$ cat src/rtl/if_fetch_unit.sv
// Instruction fetch stage: drives the instruction-memory address, captures the
// returned word on each memory ack into a small prefetch FIFO of {pc, inst},
// and presents the FIFO head to decode through a valid/ready handshake.
// A redirect from EX flushes the FIFO and restarts fetch at the aligned target.
module if_fetch_unit #(
    parameter logic [31:0] RESET_PC   = 32'h0000_0000,
    parameter int          FIFO_DEPTH = 2
) (
    input  logic        clk,
    input  logic        rst,
    output logic [31:0] im_addr,
    input  logic [31:0] im_inst,
    input  logic        im_ack,
    input  logic        redirect_valid,
    input  logic [31:0] redirect_pc,
    output logic        id_valid,
    input  logic        id_ready,
    output logic [31:0] id_inst,
    output logic [31:0] id_pc,
    output logic [2:0]  fifo_count
);

    // Depth is 2 or 4, so the pointers wrap naturally at their width.
    localparam int          PTR_W   = $clog2(FIFO_DEPTH);
    localparam logic [2:0]  DEPTH_C = 3'(FIFO_DEPTH);

    typedef enum logic [1:0] {
        ST_EMPTY   = 2'd0,
        ST_PARTIAL = 2'd1,
        ST_FULL    = 2'd2
    } fifo_state_e;

    // Architectural state
    logic [31:0]      pc_q,       pc_d;
    logic [PTR_W-1:0] rd_ptr_q,   rd_ptr_d;
    logic [PTR_W-1:0] wr_ptr_q,   wr_ptr_d;
    logic [2:0]       count_q,    count_d;
    fifo_state_e      state_q,    state_d;
    logic             id_valid_q, id_valid_d;
    logic [31:0]      id_inst_q,  id_inst_d;
    logic [31:0]      id_pc_q,    id_pc_d;

    // Prefetch storage
    logic [31:0] fifo_pc_q   [FIFO_DEPTH];
    logic [31:0] fifo_inst_q [FIFO_DEPTH];

    // Handshake decode
    logic       pop_s;
    logic       push_s;
    logic       full_s;
    logic [2:0] rem_s;
    logic       push_to_head_s;

    // The low two target bits are dropped by the alignment; keep them visible
    // so the discard is deliberate.
    logic unused_s;
    assign unused_s = ^redirect_pc[1:0];

    // Pop/push qualification: a redirect discards the ack, and a full FIFO
    // only takes a new word when the head leaves in the same cycle.
    always_comb begin
        pop_s  = id_valid_q & id_ready;
        full_s = (state_q == ST_FULL);
        push_s = im_ack & ~redirect_valid & (~full_s | pop_s);
        rem_s  = count_q - {2'b00, pop_s};
        // The new word becomes the head when nothing older survives this edge.
        push_to_head_s = push_s & (rem_s == 3'd0);
    end

    // Next-state for PC, pointers, count, occupancy FSM and head registers.
    always_comb begin
        pc_d       = pc_q;
        rd_ptr_d   = rd_ptr_q;
        wr_ptr_d   = wr_ptr_q;
        count_d    = count_q;
        state_d    = state_q;
        id_valid_d = id_valid_q;
        id_inst_d  = id_inst_q;
        id_pc_d    = id_pc_q;

        if (redirect_valid) begin
            pc_d     = {redirect_pc[31:2], 2'b00};
            rd_ptr_d = '0;
            wr_ptr_d = '0;
            count_d  = 3'd0;
            state_d  = ST_EMPTY;
        end else begin
            if (push_s) begin
                pc_d     = pc_q + 32'd4;
                wr_ptr_d = wr_ptr_q + 1'b1;
            end else begin
                pc_d     = pc_q;
                wr_ptr_d = wr_ptr_q;
            end

            if (pop_s) begin
                rd_ptr_d = rd_ptr_q + 1'b1;
            end else begin
                rd_ptr_d = rd_ptr_q;
            end

            case ({push_s, pop_s})
                2'b10:   count_d = count_q + 3'd1;
                2'b01:   count_d = count_q - 3'd1;
                default: count_d = count_q;
            endcase

            case (state_q)
                ST_EMPTY: begin
                    if (push_s) begin
                        state_d = ST_PARTIAL;
                    end else begin
                        state_d = ST_EMPTY;
                    end
                end
                ST_PARTIAL: begin
                    if (push_s && !pop_s) begin
                        state_d = (count_q == (DEPTH_C - 3'd1)) ? ST_FULL : ST_PARTIAL;
                    end else if (pop_s && !push_s) begin
                        state_d = (count_q == 3'd1) ? ST_EMPTY : ST_PARTIAL;
                    end else begin
                        state_d = ST_PARTIAL;
                    end
                end
                ST_FULL: begin
                    if (pop_s && !push_s) begin
                        state_d = ST_PARTIAL;
                    end else begin
                        state_d = ST_FULL;
                    end
                end
                default: state_d = ST_EMPTY;
            endcase
        end

        // Head registers follow the post-edge head; with an empty FIFO they
        // keep their last value.
        id_valid_d = (count_d != 3'd0);
        if (redirect_valid || (count_d == 3'd0)) begin
            id_inst_d = id_inst_q;
            id_pc_d   = id_pc_q;
        end else if (push_to_head_s) begin
            id_inst_d = im_inst;
            id_pc_d   = pc_q;
        end else begin
            id_inst_d = fifo_inst_q[rd_ptr_d];
            id_pc_d   = fifo_pc_q[rd_ptr_d];
        end
    end

    // Control state, occupancy FSM and registered head outputs.
    always_ff @(posedge clk or negedge rst) begin
        if (!rst) begin
            pc_q       <= RESET_PC;
            rd_ptr_q   <= '0;
            wr_ptr_q   <= '0;
            count_q    <= 3'd0;
            state_q    <= ST_EMPTY;
            id_valid_q <= 1'b0;
            id_inst_q  <= 32'h0000_0000;
            id_pc_q    <= 32'h0000_0000;
        end else begin
            pc_q       <= pc_d;
            rd_ptr_q   <= rd_ptr_d;
            wr_ptr_q   <= wr_ptr_d;
            count_q    <= count_d;
            state_q    <= state_d;
            id_valid_q <= id_valid_d;
            id_inst_q  <= id_inst_d;
            id_pc_q    <= id_pc_d;
        end
    end

    // Prefetch storage: zeroed on reset, written at the tail on each push.
    always_ff @(posedge clk or negedge rst) begin
        if (!rst) begin
            for (int i = 0; i < FIFO_DEPTH; i++) begin
                fifo_pc_q[i]   <= 32'h0000_0000;
                fifo_inst_q[i] <= 32'h0000_0000;
            end
        end else begin
            if (push_s) begin
                fifo_pc_q[wr_ptr_q]   <= pc_q;
                fifo_inst_q[wr_ptr_q] <= im_inst;
            end else begin
                fifo_pc_q[wr_ptr_q]   <= fifo_pc_q[wr_ptr_q];
                fifo_inst_q[wr_ptr_q] <= fifo_inst_q[wr_ptr_q];
            end
        end
    end

    assign im_addr    = pc_q;
    assign id_valid   = id_valid_q;
    assign id_inst    = id_inst_q;
    assign id_pc      = id_pc_q;
    assign fifo_count = count_q;

endmodule
$ cat config.mk
export PLATFORM = sky130hd
export DESIGN_NAME = if_fetch_unit
export DESIGN_NICKNAME = d
export VERILOG_FILES = /design/src/rtl/if_fetch_unit.sv
export SDC_FILE = /design/constraint.sdc
export NUM_CORES = 1
export LEC_CHECK = 0
export BUFFER_PORTS_ARGS = -buffer_cell sky130_fd_sc_hd__buf_2
export CELL_PAD_IN_SITES_DETAIL_PLACEMENT = 0
export CELL_PAD_IN_SITES_GLOBAL_PLACEMENT = 1
export CORE_ASPECT_RATIO = 0.7
export CORE_MARGIN = 5
export CORE_UTILIZATION = 35
export CTS_CLUSTER_SIZE = 8
export DETAILED_ROUTE_END_ITERATION = 10
export PLACE_DENSITY_LB_ADDON = 0.1
export SLEW_MARGIN = 20
export SYNTH_ARGS = -nofsm -noshare
export SYNTH_HDL_FRONTEND = slang
export SYNTH_SLANG_ARGS = --single-unit
$ cat constraint.sdc
create_clock -name clk -period 4.3 [get_ports clk]
set_input_delay 0.86 -clock clk [delete_from_list [all_inputs] [get_ports clk]]
set_output_delay 0.86 -clock clk [all_outputs]
set_load 0.05 [all_outputs]
# After elaboration in Yosys (flattened, before gate mapping)
# Index checks and enable logic that the tools add are counted.
dict set report op_classes {
  n_addsub 6
  magnitude_cmp 3
  n_eq_ne 5
  mux 38
  bitwise 9
  n_reduce_logical 11
}
# cell n
set ops {}
lappend ops {{32-bit 2-to-1 mux} 17}
lappend ops {{64-bit bitwise mux} 4}
lappend ops {{64-bit 2-to-1 mux} 2}
lappend ops {{32-bit by 3-bit adder with 32-bit output (second input constant)} 1}
lappend ops {{32-bit demux with 1-bit select} 1}
lappend ops {{2-bit 2-to-1 mux} 4}
lappend ops {{1-bit 2-to-1 mux} 7}
lappend ops {{3-bit zero test} 2}
lappend ops {{2-bit case mux with 3 select lines} 1}
lappend ops {{3-bit case mux with 2 select lines} 1}
lappend ops {{1-bit bitwise AND} 4}
lappend ops {{2-bit by 1-bit == test with 1-bit output (second input constant)} 2}
lappend ops {{2-bit == test (second input constant)} 2}
lappend ops {{2-bit greater-or-equal comparator (second input constant)} 2}
lappend ops {{1-bit NOT with 2-bit output} 2}
lappend ops {{3-bit by 1-bit adder with 3-bit output (second input constant)} 1}
lappend ops {{3-bit by 1-bit == test with 1-bit output (second input constant)} 1}
lappend ops {{1-bit logical AND} 3}
lappend ops {{3-bit 2-to-1 mux} 1}
lappend ops {{3-bit nonzero test} 1}
lappend ops {{3-bit by 1-bit subtractor with 3-bit output} 1}
lappend ops {{3-bit by 1-bit subtractor with 3-bit output (second input constant)} 1}
lappend ops {{1-bit adder (second input constant)} 2}
lappend ops {{1-bit zero test} 2}
lappend ops {{6 further kinds} 7}
dict set report word_totals {
  ff_bits 232
  inputBits 69
  wordCells 84
}

# Longest topological paths before layout
dict set report depth {
  depth_word 10
  mapped_depth 10
  depth_no_buf 8
}

# Least setup slack after synthesis
# Ideal clock, no wire load.
dict set report synth_timing {
  kind {in2reg}
  startpoint {in id_ready}
  endpoint {reg id_pc_q[24], in the netlist id_pc[24]}
  setup_time_ps 125
  arrival_time_ps 2396
  required_ps 4175
  slack_ps 1779
  path_stages 9
  path_buffers 1
  cell_sequence {nand2_1 -> inv_2 -> ha_1 -> xnor2_1 -> nand3_1 -> or3_1 -> buf_2 -> mux2i_1 -> mux2_4}
}
dict set report synth_between {
  elab_chain_len 8
  word_cells_on_any_way 19
}
# element line_no
set synth_rtl {}
lappend synth_rtl {{start, declared} 17} ;# input logic id_ready,
lappend synth_rtl {{1-bit bitwise AND (*)} 62} ;# pop_s = id_valid_q & id_ready;
lappend synth_rtl {{1-bit OR / 1-bit 2-to-1 mux (equally long branches)} {64, 96}}
lappend synth_rtl {{1-bit bitwise AND / 1-bit 2-to-1 mux (equally long branches)} {64, 81}}
lappend synth_rtl {{2-bit by 1-bit == test with 1-bit output (tied with other cells)} 102} ;# case ({push_s, pop_s})
lappend synth_rtl {{3-bit case mux with 2 select lines / 32-bit 2-to-1 mux (equally long branches)} {102, 147}}
lappend synth_rtl {{3-bit 2-to-1 mux / 32-bit 2-to-1 mux (equally long branches)} {81, 147}}
lappend synth_rtl {{3-bit zero test / 32-bit 2-to-1 mux (equally long branches)} {139, 147}}
lappend synth_rtl {{1-bit logical OR / 32-bit 2-to-1 mux (equally long branches)} {139, 142}}
lappend synth_rtl {{end signal, assigned} 170} ;# id_pc_q <= id_pc_d;
lappend synth_rtl {{end, declared} 41} ;# logic [31:0] id_pc_q, id_pc_d;
# Every way passes the cells marked *; elsewhere a longest branch is shown, timed or not. The select of a mux whose other input is x is not followed.
# A chain may end at the register's enable or synchronous reset.

# Final worst setup path
dict set report layout_timing {
  startpoint {in id_ready}
  endpoint {reg id_pc_q[6], in the netlist id_pc[6]}
}
# Same word-level chain as after synthesis.

==> results by group <==
Timing
  – Final worst slack: 1.28 ns
  – WHS: 0.351 ns
  – Clock skew: 0.00887 ns
  – Slew @ Worst Pin: 0.883 ns
  – Final hold viol count: 0
  – Period minus WS final: 3.02 ns
  – RSZ-0062 raised after global routing: no
  – Slew headroom: 41.1%
  – Fin crit share: 70.1%
  – Final setup vio count: 0
  – FMAX: 332 MHz
  – Max-slew violations: 0
  – Setup TNS: 0 ns

Routing
  – Drt first pass iters: 4
  – Final wirelength: 30300 microns
  – ANT nets after route: 0
  – Via total after detailed routing: 7549
  – Wire length per cell: 20.7 microns
  – Initial DRC count: 443
  – DR vias/cell: 5.16
  – # DRC: 0

Floorplan
  – Cell row count: 54
  – Core ar.: 31300 sq um
  – Ports: 169
  – Die area: 35500 sq um
  – Height of the die: 159 microns
  – Initial Utilization: 35.5%
  – Die W: 223 microns

GRT
  – Antenna violations before repair: 0
  – Vias in the first global route: 7978
  – Grt ovf: 0
  – Global-route usage over all layers: 17.0%
  – First-pass GRT wire length: 48700 microns
  – Largest net degree at the start of global routing: 94

Clock network
  – Clock sinks: 230
  – Hold buffer count at CTS: 0
  – Max clock buf depth: 3
  – Clock latency at the later pin of the worst-skew pair: 0.50 ns
  – Clock slew at reported path FFs: 0.05 ns
  – CTS tree: done
  – Root Driver: clkbuf_16
  – Post-cts sizing count: 0
  – CTS Buf Count: 34
  – Post-CTS Setup Repair Bufs: 0
  – H-Tree Depth: 2

Placement
  – Port bufs: 164
  – Placed instance area: 12300 sq um
  – HPWL after DPL: 18900 microns
  – Post-Place Setup Slack: 0.798 ns
  – Dpl cells: 1425
  – Routability Congestion: 0.717

Critical path
  – Data arrival, critical path: 3.45 ns
  – WS Path Type: input port to register
  – Req. time, crit path: 4.74 ns
  – RR Startpoint: id_valid
  – Flop-to-flop setup slack: 1.32 ns
  – CP Max Fanout: 44
  – Setup crit end kind: register
  – Reg2Reg Depth: 9
  – Reg-to-Reg End: id_pc[6]
  – Startpoint Class: input port

Hold path
  – Type of the worst min-delay path: input port to async pin

Logic synthesis
  – Synth cell types: 54
  – XOR/XNOR Fraction of Synth Area: 2.36%
  – Avg Inst Size Synth: 12.5 sq um
  – Yosys Warn Count: 0
  – Synth Area in Compound Gates: 5.33%
  – Synth top area share: 51.8%
  – Post-synthesis mux area share: 27.1%
  – Simple-Gate Fraction of Synth Area: 8.82%
  – Post-synth EDFFs: 0
  – Largest family of logic cells by synthesized area: multiplexers
  – Sequential fraction of the synthesis area: 51.8%
  – Syn Inst Count: 890
  – Largest cells by area after synthesis: dfrtp_1 52%, mux2_2 14%, mux2_4 6.3%
  – Top_reg_cell synth: dfrtp_1
  – Area leader, netlist: dfrtp_1
  – Adder-Cell Fraction of Synth Area: 0.563%
  – Synthesized area: 11100 sq um
  – Yosys reg bits: 230
  – Ys async rst share: 100%

Layout
  – Filler Cells Inserted: 3003
  – Final Util: 42.3%
  – Antenna diodes: 0
  – Non-Filler Instances: 1463
  – Layout net count: 1115
  – Most common cell after layout, fill and taps aside: dfrtp_1
  – Fraction of layout cells with a size suffix above 1: 39.8%
  – Layout area overhead: 19.1%
  – Final Cell Area: 13200 sq um
  – Most frequent cells in the layout: 230 x dfrtp_1, 162 x buf_2, 137 x mux2_2

Power
  – Worst vdd ir: 0.337 mV
  – PD cells: 681 nW/um^2
  – Leak: 6.26 nW
  – Final Power: 9.02 mW

Status
  – Status: complete, no violations

Flow run
  – Max-cap violations: 0
==> cell families after synthesis <==
logic type               after synthesis
AND/OR/NAND/NOR                      179
AO/OA/AOI/OAI                        105
other                                  1
adder cells (fa/ha/maj)                5
multiplexers                         259
XOR/XNOR                              30
flip-flops                           230
buffers and inverters                 81
==> registers in the layout, summed over array words and instances (netlist names) <==
signal	cells
fifo_count	3
id_valid	1
fifo_inst_q	64
rd_ptr_q	1
im_addr	30
id_inst	32
wr_ptr_q	1
id_pc	32
fifo_pc_q	64
state_q	2
==> synthesized netlist by cell type (3+ instances only) <==
cell,count
a21oi_1,62
mux2_1,7
buf_2,27
xnor2_1,15
buf_4,8
nand4_1,11
and2_1,6
inv_1,11
mux2i_1,68
nand2b_1,3
nor4_1,63
mux2_2,137
nor3_1,8
nand3_1,9
nand2_1,46
o21ai_0,23
o21ai_1,4
dfrtp_1,230
nor2b_1,4
clkbuf_1,26
mux2_4,47
and3_1,5
and4_1,4
ha_1,5
buf_12,4
nor2_1,13
or3_1,3
xor2_1,15
==> layer usage <==
| layer | track usage (%) | routed length (microns) | vias to the layer above |
|---|---|---|---|
| met2 | 26.0 | 13600 | 150 |
| met1 | 25.0 | 15000 | 3821 |
| met3 | 3.54 | 1320 | 41 |
| li1 | - | - | 3537 |
| met5 | 0 | 0 | - |
| met4 | 4.01 | 459 | 0 |
==> worst max-delay path: stages <==
cell and delay, ns:
buf_2 0.12, nand2_1 0.15, inv_2 0.12, ha_1 0.21, xnor2_1 0.26, nand3_4 0.09, or3_2 0.71, buf_4 0.41
a21oi_1 0.26, mux2_2 0.17
==> where the power goes <==
part	switching, mW	leakage (nW)	total, mW	internal [mW]
logic	2.11	3.01	3.33	1.22
clock network	0.911	0.463	2.43	1.51
registers	0.419	2.78	3.26	2.84
total	3.44	6.26	9.02	5.58
==> layout make-up <==
type	instances	area (sq um)	area share, %
clock buffers	38	940	7.09
inverters	12	45.0	0.340
multi-input cells	580	4960	37.5
flip-flops and latches	230	5760	43.5
well taps	420	526	3.97
repair buffers	183	1010	7.65
==> worst max-delay path by stage <==
stage,slack [ns],from,endpoint,cells past startpoint
global route,1.17,id_valid,id_pc[6],9
floorplan,1.78,id_ready,id_pc[24],9
finish,1.28,id_ready,id_pc[6],10
detailed placement,0.80,id_ready,id_pc[6],10
global placement,0.80,id_ready,id_pc[6],10
CTS,1.31,id_ready,id_pc[6],10
No activity file was read; power rests on OpenSTA's default activity.
